`src/rtl/tri_bus_pkg.sv`:
```
// Shared types and defaults for the tristate-bus frame reader.
package tri_bus_pkg;

    localparam int DEF_DATA_W     = 8;
    localparam int DEF_OVS        = 4;
    // start + payload + parity + stop
    localparam int DEF_FRAME_BITS = DEF_DATA_W + 3;

    typedef enum logic [2:0] {
        ST_IDLE   = 3'd0,
        ST_START  = 3'd1,
        ST_DATA   = 3'd2,
        ST_PARITY = 3'd3,
        ST_STOP   = 3'd4
    } state_e;

    // Number of line bits in a frame for a given payload width.
    function automatic int frame_bits(input int data_w);
        return data_w + 3;
    endfunction

endpackage

```
`src/rtl/tri_bus_sync.sv`:
```
// Two-flop synchronizer for the shared line; resets to the idle (high) level.
module tri_bus_sync (
    input  logic clk,
    input  logic rst_n,
    input  logic d,
    output logic q
);

    logic s1_d, s1_q;
    logic s2_d, s2_q;

    // Next-state values for the synchronizer chain.
    always_comb begin
        s1_d = d;
        s2_d = s1_q;
    end

    // Synchronizer flops, synchronous active-low reset to the idle level.
    always_ff @(posedge clk) begin
        if (!rst_n) begin
            s1_q <= 1'b1;
            s2_q <= 1'b1;
        end else begin
            s1_q <= s1_d;
            s2_q <= s2_d;
        end
    end

    assign q = s2_q;

endmodule

```
`src/rtl/tri_bus_reader.sv`:
```
// Receiver for start/data/even-parity/stop frames on an oversampled shared line.
module tri_bus_reader
    import tri_bus_pkg::*;
#(
    parameter int DATA_W = DEF_DATA_W,
    parameter int OVS    = DEF_OVS
) (
    input  logic              clk,
    input  logic              rst_n,
    input  logic              bus_in,
    input  logic              rd_ack,
    output logic [DATA_W-1:0] data,
    output logic              valid,
    output logic              par_err,
    output logic              frm_err,
    output logic              ovr_err,
    output logic              busy
);

    localparam int CNT_W = (OVS > 1) ? $clog2(OVS) : 1;
    localparam int IDX_W = $clog2(DATA_W + 1);

    localparam logic [CNT_W-1:0] CNT_ZERO = {CNT_W{1'b0}};
    localparam logic [CNT_W-1:0] CNT_ONE  = CNT_W'(1);
    localparam logic [CNT_W-1:0] CNT_LAST = CNT_W'(OVS - 1);
    localparam logic [CNT_W-1:0] CNT_HALF = CNT_W'(OVS / 2 - 1);
    localparam logic [IDX_W-1:0] IDX_ZERO = {IDX_W{1'b0}};
    localparam logic [IDX_W-1:0] IDX_ONE  = IDX_W'(1);
    localparam logic [IDX_W-1:0] IDX_LAST = IDX_W'(DATA_W - 1);

    // XOR reduction of the payload; combined with the parity bit it flags odd totals.
    function automatic logic payload_parity(input logic [DATA_W-1:0] v);
        return ^v;
    endfunction

    logic sb_s;

    state_e              state_d, state_q;
    logic [CNT_W-1:0]    cnt_d, cnt_q;
    logic [IDX_W-1:0]    idx_d, idx_q;
    logic [DATA_W-1:0]   shift_d, shift_q;
    logic                par_cand_d, par_cand_q;
    logic                sb_prev_d, sb_prev_q;
    logic [DATA_W-1:0]   data_d, data_q;
    logic                valid_d, valid_q;
    logic                par_err_d, par_err_q;
    logic                frm_err_d, frm_err_q;
    logic                ovr_err_d, ovr_err_q;
    logic                busy_d, busy_q;
    logic                load_s;
    logic                frm_cand_s;

    tri_bus_sync u_sync (
        .clk   (clk),
        .rst_n (rst_n),
        .d     (bus_in),
        .q     (sb_s)
    );

    // Frame FSM, bit timing, payload assembly and the consumer handshake.
    always_comb begin
        state_d    = state_q;
        cnt_d      = cnt_q;
        idx_d      = idx_q;
        shift_d    = shift_q;
        par_cand_d = par_cand_q;
        sb_prev_d  = sb_s;
        data_d     = data_q;
        valid_d    = valid_q;
        par_err_d  = par_err_q;
        frm_err_d  = frm_err_q;
        ovr_err_d  = ovr_err_q;
        load_s     = 1'b0;
        frm_cand_s = 1'b0;

        case (state_q)
            ST_IDLE: begin
                // Only a genuine high-to-low transition starts a frame, so a
                // line held low after a bad stop bit is ignored until it rises.
                if (sb_prev_q && !sb_s) begin
                    state_d = ST_START;
                    cnt_d   = CNT_ZERO;
                end else begin
                    state_d = ST_IDLE;
                end
            end
            ST_START: begin
                if (cnt_q == CNT_HALF) begin
                    cnt_d = CNT_ZERO;
                    idx_d = IDX_ZERO;
                    if (!sb_s) begin
                        state_d = ST_DATA;
                    end else begin
                        state_d = ST_IDLE;
                    end
                end else begin
                    cnt_d = cnt_q + CNT_ONE;
                end
            end
            ST_DATA: begin
                if (cnt_q == CNT_LAST) begin
                    // LSB arrives first: shifting in from the top leaves it at bit 0.
                    shift_d = {sb_s, shift_q[DATA_W-1:1]};
                    cnt_d   = CNT_ZERO;
                    idx_d   = idx_q + IDX_ONE;
                    if (idx_q == IDX_LAST) begin
                        state_d = ST_PARITY;
                    end else begin
                        state_d = ST_DATA;
                    end
                end else begin
                    cnt_d = cnt_q + CNT_ONE;
                end
            end
            ST_PARITY: begin
                if (cnt_q == CNT_LAST) begin
                    par_cand_d = payload_parity(shift_q) ^ sb_s;
                    cnt_d      = CNT_ZERO;
                    state_d    = ST_STOP;
                end else begin
                    cnt_d = cnt_q + CNT_ONE;
                end
            end
            ST_STOP: begin
                if (cnt_q == CNT_LAST) begin
                    load_s     = 1'b1;
                    frm_cand_s = ~sb_s;
                    cnt_d      = CNT_ZERO;
                    state_d    = ST_IDLE;
                end else begin
                    cnt_d = cnt_q + CNT_ONE;
                end
            end
            default: begin
                state_d = ST_IDLE;
                cnt_d   = CNT_ZERO;
                idx_d   = IDX_ZERO;
            end
        endcase

        // A completing frame always wins; it counts as an overrun only if the
        // previous frame is still pending and not being acknowledged this cycle.
        if (load_s) begin
            data_d    = shift_q;
            par_err_d = par_cand_q;
            frm_err_d = frm_cand_s;
            valid_d   = 1'b1;
            if (valid_q && !rd_ack) begin
                ovr_err_d = 1'b1;
            end else begin
                ovr_err_d = ovr_err_q;
            end
        end else if (valid_q && rd_ack) begin
            valid_d = 1'b0;
        end else begin
            valid_d = valid_q;
        end

        busy_d = (state_d != ST_IDLE);
    end

    // State and datapath registers with synchronous active-low reset.
    always_ff @(posedge clk) begin
        if (!rst_n) begin
            state_q    <= ST_IDLE;
            cnt_q      <= CNT_ZERO;
            idx_q      <= IDX_ZERO;
            shift_q    <= {DATA_W{1'b0}};
            par_cand_q <= 1'b0;
            sb_prev_q  <= 1'b1;
            data_q     <= {DATA_W{1'b0}};
            valid_q    <= 1'b0;
            par_err_q  <= 1'b0;
            frm_err_q  <= 1'b0;
            ovr_err_q  <= 1'b0;
            busy_q     <= 1'b0;
        end else begin
            state_q    <= state_d;
            cnt_q      <= cnt_d;
            idx_q      <= idx_d;
            shift_q    <= shift_d;
            par_cand_q <= par_cand_d;
            sb_prev_q  <= sb_prev_d;
            data_q     <= data_d;
            valid_q    <= valid_d;
            par_err_q  <= par_err_d;
            frm_err_q  <= frm_err_d;
            ovr_err_q  <= ovr_err_d;
            busy_q     <= busy_d;
        end
    end

    assign data    = data_q;
    assign valid   = valid_q;
    assign par_err = par_err_q;
    assign frm_err = frm_err_q;
    assign ovr_err = ovr_err_q;
    assign busy    = busy_q;

endmodule
```
`config.mk`:
```
export PLATFORM = sky130hd
export DESIGN_NAME = tri_bus_reader
export DESIGN_NICKNAME = d
export VERILOG_FILES = /design/src/rtl/tri_bus_pkg.sv /design/src/rtl/tri_bus_sync.sv /design/src/rtl/tri_bus_reader.sv
export SDC_FILE = /design/constraint.sdc
export NUM_CORES = 1
export LEC_CHECK = 0
export ABC_AREA = 1
export CAP_MARGIN = 20
export CORE_UTILIZATION = 45
export CTS_BUF_LIST = sky130_fd_sc_hd__clkbuf_16
export CTS_CLUSTER_SIZE = 28
export DETAILED_ROUTE_END_ITERATION = 10
export GPL_ROUTABILITY_DRIVEN = 0
export PLACE_DENSITY = 0.75
export SLEW_MARGIN = 10
export SYNTH_ARGS = -nofsm -noshare
export SYNTH_HDL_FRONTEND = slang
export SYNTH_SLANG_ARGS = --single-unit
```
`constraint.sdc`:
```
create_clock -name clk -period 4.04 [get_ports clk]
set_input_delay 0.808 -clock clk [delete_from_list [all_inputs] [get_ports clk]]
set_output_delay 0.808 -clock clk [all_outputs]
set_load 0.02 [all_outputs]
```
==> out/results.tsv, run 1 <==
metric	value	unit
number of buffers inserted by port buffering	16	
power per standard cell area	375.9	mW/mm²
DR vias	1314	
# hold bufs at CTS	0	
DIE WIDTH	61.17	µm
global-route layer with the greatest usage	met2	
maximum number of pins on one net before global-route repair	22	
Sum Neg Setup Slack	0	ps
worst endpoint data arrival time	2280	ps
Synth Net Count	223	
overall global routing resource usage	19.00	%
leftover overflow at the end of global routing	0	
synthesized area divided by synthesized cell count	7.361	µm²
leakage	0.8214	nW
Final nets	242	
detail-routed net length per standard cell	10.51	µm
number of violations of the max-capacitance limit	0	
CTS Root Buffer Type	clkbuf_16	
post-synthesis share of cell area spent on full adders, half adders and majority gates	3.971	%
transition time at the pin with the least slew margin	687.6	ps
compound-cell area share of the yosys netlist	17.71	%
met2 global-route usage	28.42	%
power spent charging and discharging nets	0.1453	mW
H-tree lvl count	2	
global-route track usage on met1	24.42	%
source-to-sink clock delay at the later pin of the worst-skew pair	280	ps
Fin Clk Skew	3.737	ps
most common cell after layout, fill and taps aside	nand2_1	
area growth from synthesis to final layout	20.65	%
Total Die Area	0.003741	mm²
worst hold slack	412.7	ps
# IOs	17	
combinational family with the most area after synthesis	simple AND/OR/NAND/NOR gates	
combined area of all synthesized cells	0.001575	mm²
category of the most critical setup path	primary input to flop	
core outline area	0.003337	mm²
final number of setup-violating endpoints	0	
setup repair after global routing missed its margin	false	
ANT cells	0	
Post-CTS Repair Setup Buffers	0	
fraction of the cycle the final worst path needs	51.56	%
Peak VDD IR	284.9	µV
initial antenna violation count	0	
DRC	0	
sequential element share of the synthesized area	43.21	%
Detailed Place HPWL	2.060	mm
Power Internal	0.5691	mW
relative contribution of combinational cells to total power	4.0	%
sinks on the clock net	34	
Slew Limit Fails	0	
total number of placement rows	21	
Post-DRT Antenna Nets	0	
detailed-route vias per instance	4.727	
Setup WS post-layout	1957	ps
remaining max-slew budget at the tightest pin	54.11	%
post-synthesis share of cell area spent on xor and xnor gates	1.112	%
kind of end point of the critical path	flop	
Worst Setup Start Kind	primary input	
Place WS	1684	ps
Final Routed Wirelength	2.922	mm
starting density of the core	47.21	%
proportion of total power due to net switching	20.34	%
register bit total from synthesis	34	
Initial DRT Pass Iterations	4	
met3 global-route usage	8.193	%
number of warning messages in the yosys log	0	
endpoint required time on the critical path	4240	ps
Iteration-0 DRC Markers	32	
synthesized instance count	214	
PostCTS Resize Cnt	0	
global-route wire length before repair	5.037	mm
part of the power in the clock network	48.0	%
die span in y	61.17	µm
commonest cells after routing, fill and taps aside	nand2_1, dfxtp_1, inv_1	
worst hold path type	flop to flop	
area share of and/or/nand/nor cells after synthesis	24.54	%
cts bufs inserted	5	
multiplexer share of the synthesized area	0	%
finished layout cell area	0.001901	mm²
number of hold violations in the final report	0	
minimum clock period after layout	2083	ps
largest buffer count on any clock path	2	
register share of total power	48.0	%
number of global-route vias before repair	1138	
distinct cell type count after synthesis	29	
total placed instance area	0.001772	mm²
CP Max Fanout	14	
fraction of final layout cells with drive strength greater than 1	10.34	%
clock tree from TritonCTS	built	
slack of the worst reg-to-reg path	2290	ps
outcome	completed	
clock-pin slew of the registers on the worst-case setup and hold paths	50	ps
highest clock rate	0.4801	GHz
==> area by class of cell <==
cell class	instances	area, µm²
repair buffers	17	167.7
well taps	46	57.56
fillers	320	1436
clock inverters	1	3.754
multi-input cells	143	745.7
inverters	32	120.1
clock buffers	5	125.1
flip-flops and latches	34	680.7
==> final timing paths <==
check,endpoint,cells past startpoint,startpoint
setup / recovery,busy,6,rst_n
hold / removal,u_sync.q,1,u_sync.s1_q
setup reg to reg,par_err,6,cnt_q[1]
hold reg to reg,u_sync.q,1,u_sync.s1_q
==> sequential cells by signal (all words and copies together), names as in the netlist <==
name and flops:
state_q 3, sb_prev_q 1, busy 1, ovr_err 1, shift_q 8, cnt_q 2, idx_q 4, u_sync.s1_q 1
par_cand_q 1, u_sync.q 1, par_err 1, frm_err 1, data 8, valid 1
==> power groups by stage <==
stage | sequential, mW | combinational, mW | clock [mW]
2_1_floorplan | 0.350 | 0.0181 | 0
3_3_place_gp | 0.350 | 0.0278 | 0
3_5_place_dp | 0.350 | 0.0284 | 0
4_1_cts | 0.343 | 0.0286 | 0.349
5_1_grt | 0.343 | 0.0321 | 0.367
6_report | 0.343 | 0.0285 | 0.343
==> synth_stat cells <==
master,number,area (µm²)
o22ai_1,1,6.260
buf_6,1,11.26
nand2_1,46,172.7
or2_1,1,6.260
nor3_1,1,5.000
o21ai_1,3,15.01
nor2_4,2,22.52
nand2_4,1,11.26
dfxtp_1,34,680.7
nor3_2,2,20.02
buf_2,2,10.01
o21ai_0,18,90.09
nor3b_1,1,7.510
nand2_2,2,12.51
xnor2_1,2,17.52
inv_1,27,101.4
clkbuf_1,2,7.510
ha_1,5,62.56
o21ai_2,1,8.760
nand4_1,1,6.260
a21oi_1,22,110.1
a21oi_4,1,16.27
nor2_1,18,67.56
or2_2,2,12.51
nand3_1,6,30.03
inv_2,5,18.77
nor2_2,2,12.51
o211ai_1,1,7.510
a31oi_1,4,25.02
==> worst max-delay path, cell delays in order <==
cell and delay [ps]:
clkdlybuf4s50_1 730, buf_4 260, inv_1 140, a31oi_1 210, nor2_1 60, o21ai_1 80
==> stage by stage <==
stage	utilization (%)	cells	total power, mW
CTS	56.96	278	0.7210
floorplan	-	214	0.3680
finish	56.96	278	0.7144
detailed placement	53.09	272	0.3781
global placement	53.09	272	0.3775
global route	56.96	278	0.7423
==> cell families after synthesis <==
kind of cell,after synthesis
buffers and inverters,37
AOI/OAI and AO/OA,51
DFF,34
xor gates and xnor gates,2
adders and majority gates,5
and+or+nand+nor,85
==> metal layers <==
metal / routed length [µm] / up-vias
met5: 0 / -
met4: 28 / 0
met3: 134 / 3
met2: 1243 / 26
met1: 1515 / 564
li1: - / 721
Note: power is estimated with default switching activity, not from simulation.
==> run 2, diff against run 1 <==
==> constraint.sdc (replaced) <==
create_clock -name clk -period 2 [get_ports clk]
set_input_delay 0.4 -clock clk [delete_from_list [all_inputs] [get_ports clk]]
set_output_delay 0.4 -clock clk [all_outputs]
set_load 0.02 [all_outputs]
==> out/results.tsv, run 2 (synthesized netlist as in run 1, its figures left out) <==
metric	value	unit	change
number of hold violations in the final report	0		unchanged
clock-pin slew of the registers on the worst-case setup and hold paths	50	ps	about the same
proportion of total power due to net switching	21.80	%	+1.5 points
ANT cells	0		unchanged
Peak VDD IR	491.8	µV	+73%
largest buffer count on any clock path	2		unchanged
number of global-route vias before repair	1194		+4.9%
area growth from synthesis to final layout	21.92	%	
WP buf/inv	1		-2
DIE WIDTH	61.17	µm	unchanged
worst-path cell chain	clkdlybuf4s50_1		
Post-CTS Repair Setup Buffers	0		unchanged
starting density of the core	47.21	%	unchanged
Power Internal	1.161	mW	+100%
die span in y	61.17	µm	unchanged
Detailed Place HPWL	2.050	mm	-0.50%
total placed instance area	0.001779	mm²	+0.42%
relative contribution of combinational cells to total power	3.9	%	about the same
Final Routed Wirelength	2.997	mm	+2.6%
H-tree lvl count	2		unchanged
CP Max Fanout	3		-11
most common cell after layout, fill and taps aside	nand2_1		
cts bufs inserted	5		unchanged
family of cells with the greatest summed delay on the critical path	buffers and inverters		
DR vias	1355		+3.1%
number of buffers inserted by port buffering	16		unchanged
Total Die Area	0.003741	mm²	unchanged
Worst Setup Start Kind	flop		
overall global routing resource usage	18.84	%	-0.17 points
global-route wire length before repair	5.030	mm	-0.14%
part of the power in the clock network	49.5	%	+1.5 points
remaining max-slew budget at the tightest pin	77.75	%	+24 points
# hold bufs at CTS	0		unchanged
fraction of final layout cells with drive strength greater than 1	11.49	%	+1.1 points
PostCTS Resize Cnt	0		unchanged
setup repair after global routing missed its margin	false		
highest clock rate	0.6097	GHz	
leftover overflow at the end of global routing	0		unchanged
Fin Clk Skew	5.306	ps	+1.569 ps
commonest cells after routing, fill and taps aside	nand2_1, dfxtp_1, inv_1		
minimum clock period after layout	1640	ps	
# IOs	17		unchanged
power per standard cell area	773.3	mW/mm²	+110%
Post-DRT Antenna Nets	0		unchanged
initial antenna violation count	0		unchanged
power spent charging and discharging nets	0.3238	mW	+120%
Iteration-0 DRC Markers	58		+81%
Final nets	243		+0.41%
fraction of the cycle the final worst path needs	82.01	%	
CTS Root Buffer Type	clkbuf_16		
detail-routed net length per standard cell	10.67	µm	+1.5%
delay of the slowest cell on the worst path	620	ps	-110 ps
total number of placement rows	21		unchanged
worst endpoint data arrival time	1240	ps	-1040 ps
number of inserted filler cells in the final layout	324		+1.3%
source-to-sink clock delay at the later pin of the worst-skew pair	280	ps	about the same
Sum Neg Setup Slack	0	ps	unchanged
Slew Limit Fails	0		unchanged
register share of total power	46.6	%	-1.4 points
maximum number of pins on one net before global-route repair	24		+9.1%
outcome	completed		
transition time at the pin with the least slew margin	333.0	ps	-354.5 ps
leakage	0.8309	nW	+1.2%
DRC	0		unchanged
flip-flop and latch area	680.7	µm²	unchanged
category of the most critical setup path	flop to output port		
worst hold path type	flop to flop		
area occupied by multi-input gates	745.7	µm²	unchanged
clock tree from TritonCTS	built		
endpoint required time on the critical path	1600	ps	-2640 ps
kind of end point of the critical path	output port		
library cell contributing the largest single delay on the critical path	clkdlybuf4s50_1		
detailed-route vias per instance	4.822		+2.0%
final number of setup-violating endpoints	0		unchanged
finished layout cell area	0.001921	mm²	+1.1%
Initial DRT Pass Iterations	4		unchanged
number of violations of the max-capacitance limit	0		unchanged
core outline area	0.003337	mm²	unchanged
sinks on the clock net	34		unchanged
==> run 2: changes by cell type in the layout (fill, tap and decap cells not counted), sizes merged <==
| cell | before | now |
|---|---|---|
| clkinvlp | 0 | 1 |
| clkinv | 1 | 2 |
| buf | 1 | 2 |
==> run 2: path summary, 6_finish.rpt <==
kind | start | end | slack [ps] | depth (start not counted)
hold reg to reg | u_sync.s1_q | u_sync.q | 430 | 1
hold / removal | u_sync.s1_q | u_sync.q | 430 | 1
setup / recovery | valid | valid | 360 | 1
setup reg to reg | cnt_q[1] | idx_q[2] | 540 | 6
==> run 2: per-stage QoR <==
stage               hold WS (ps)  utilization (%)  power (mW)  worst slack [ps]  cells
finish                     425.9            57.56       1.485             359.8    281
global route               445.5            57.56       1.541             317.5    281
CTS                        436.0            57.56       1.499             354.9    281
detailed placement         428.7            53.32      0.7635             522.7    273
global placement           395.3            53.32      0.7625             524.0    273
floorplan                  392.5                -      0.7433             706.6    214
==> run 2: layout make-up <==
class | instances | share of cell area (%)
flip-flops and latches | 34 | 35.44
inverters | 32 | 6.254
clock buffers | 5 | 6.515
repair buffers | 18 | 9.121
clock inverters | 3 | 0.8469
well taps | 46 | 2.997
multi-input cells | 143 | 38.83
==> run 2: per-layer routing <==
metal  track usage, %  up-vias  wire length (µm)
li1                 -      723                 -
met1            24.71      607              1552
met2            28.42       22              1303
met3            7.563        3               102
met4            5.844        0                39
met5                0        -                 0
==> run 2: power groups by stage <==
stage	Clock, mW	Combinational [mW]	Sequential (mW)
2_1_floorplan	0	0.0366	0.707
3_3_place_gp	0	0.0562	0.706
3_5_place_dp	0	0.0571	0.706
4_1_cts	0.749	0.0576	0.692
5_1_grt	0.783	0.0648	0.692
6_report	0.736	0.0572	0.692
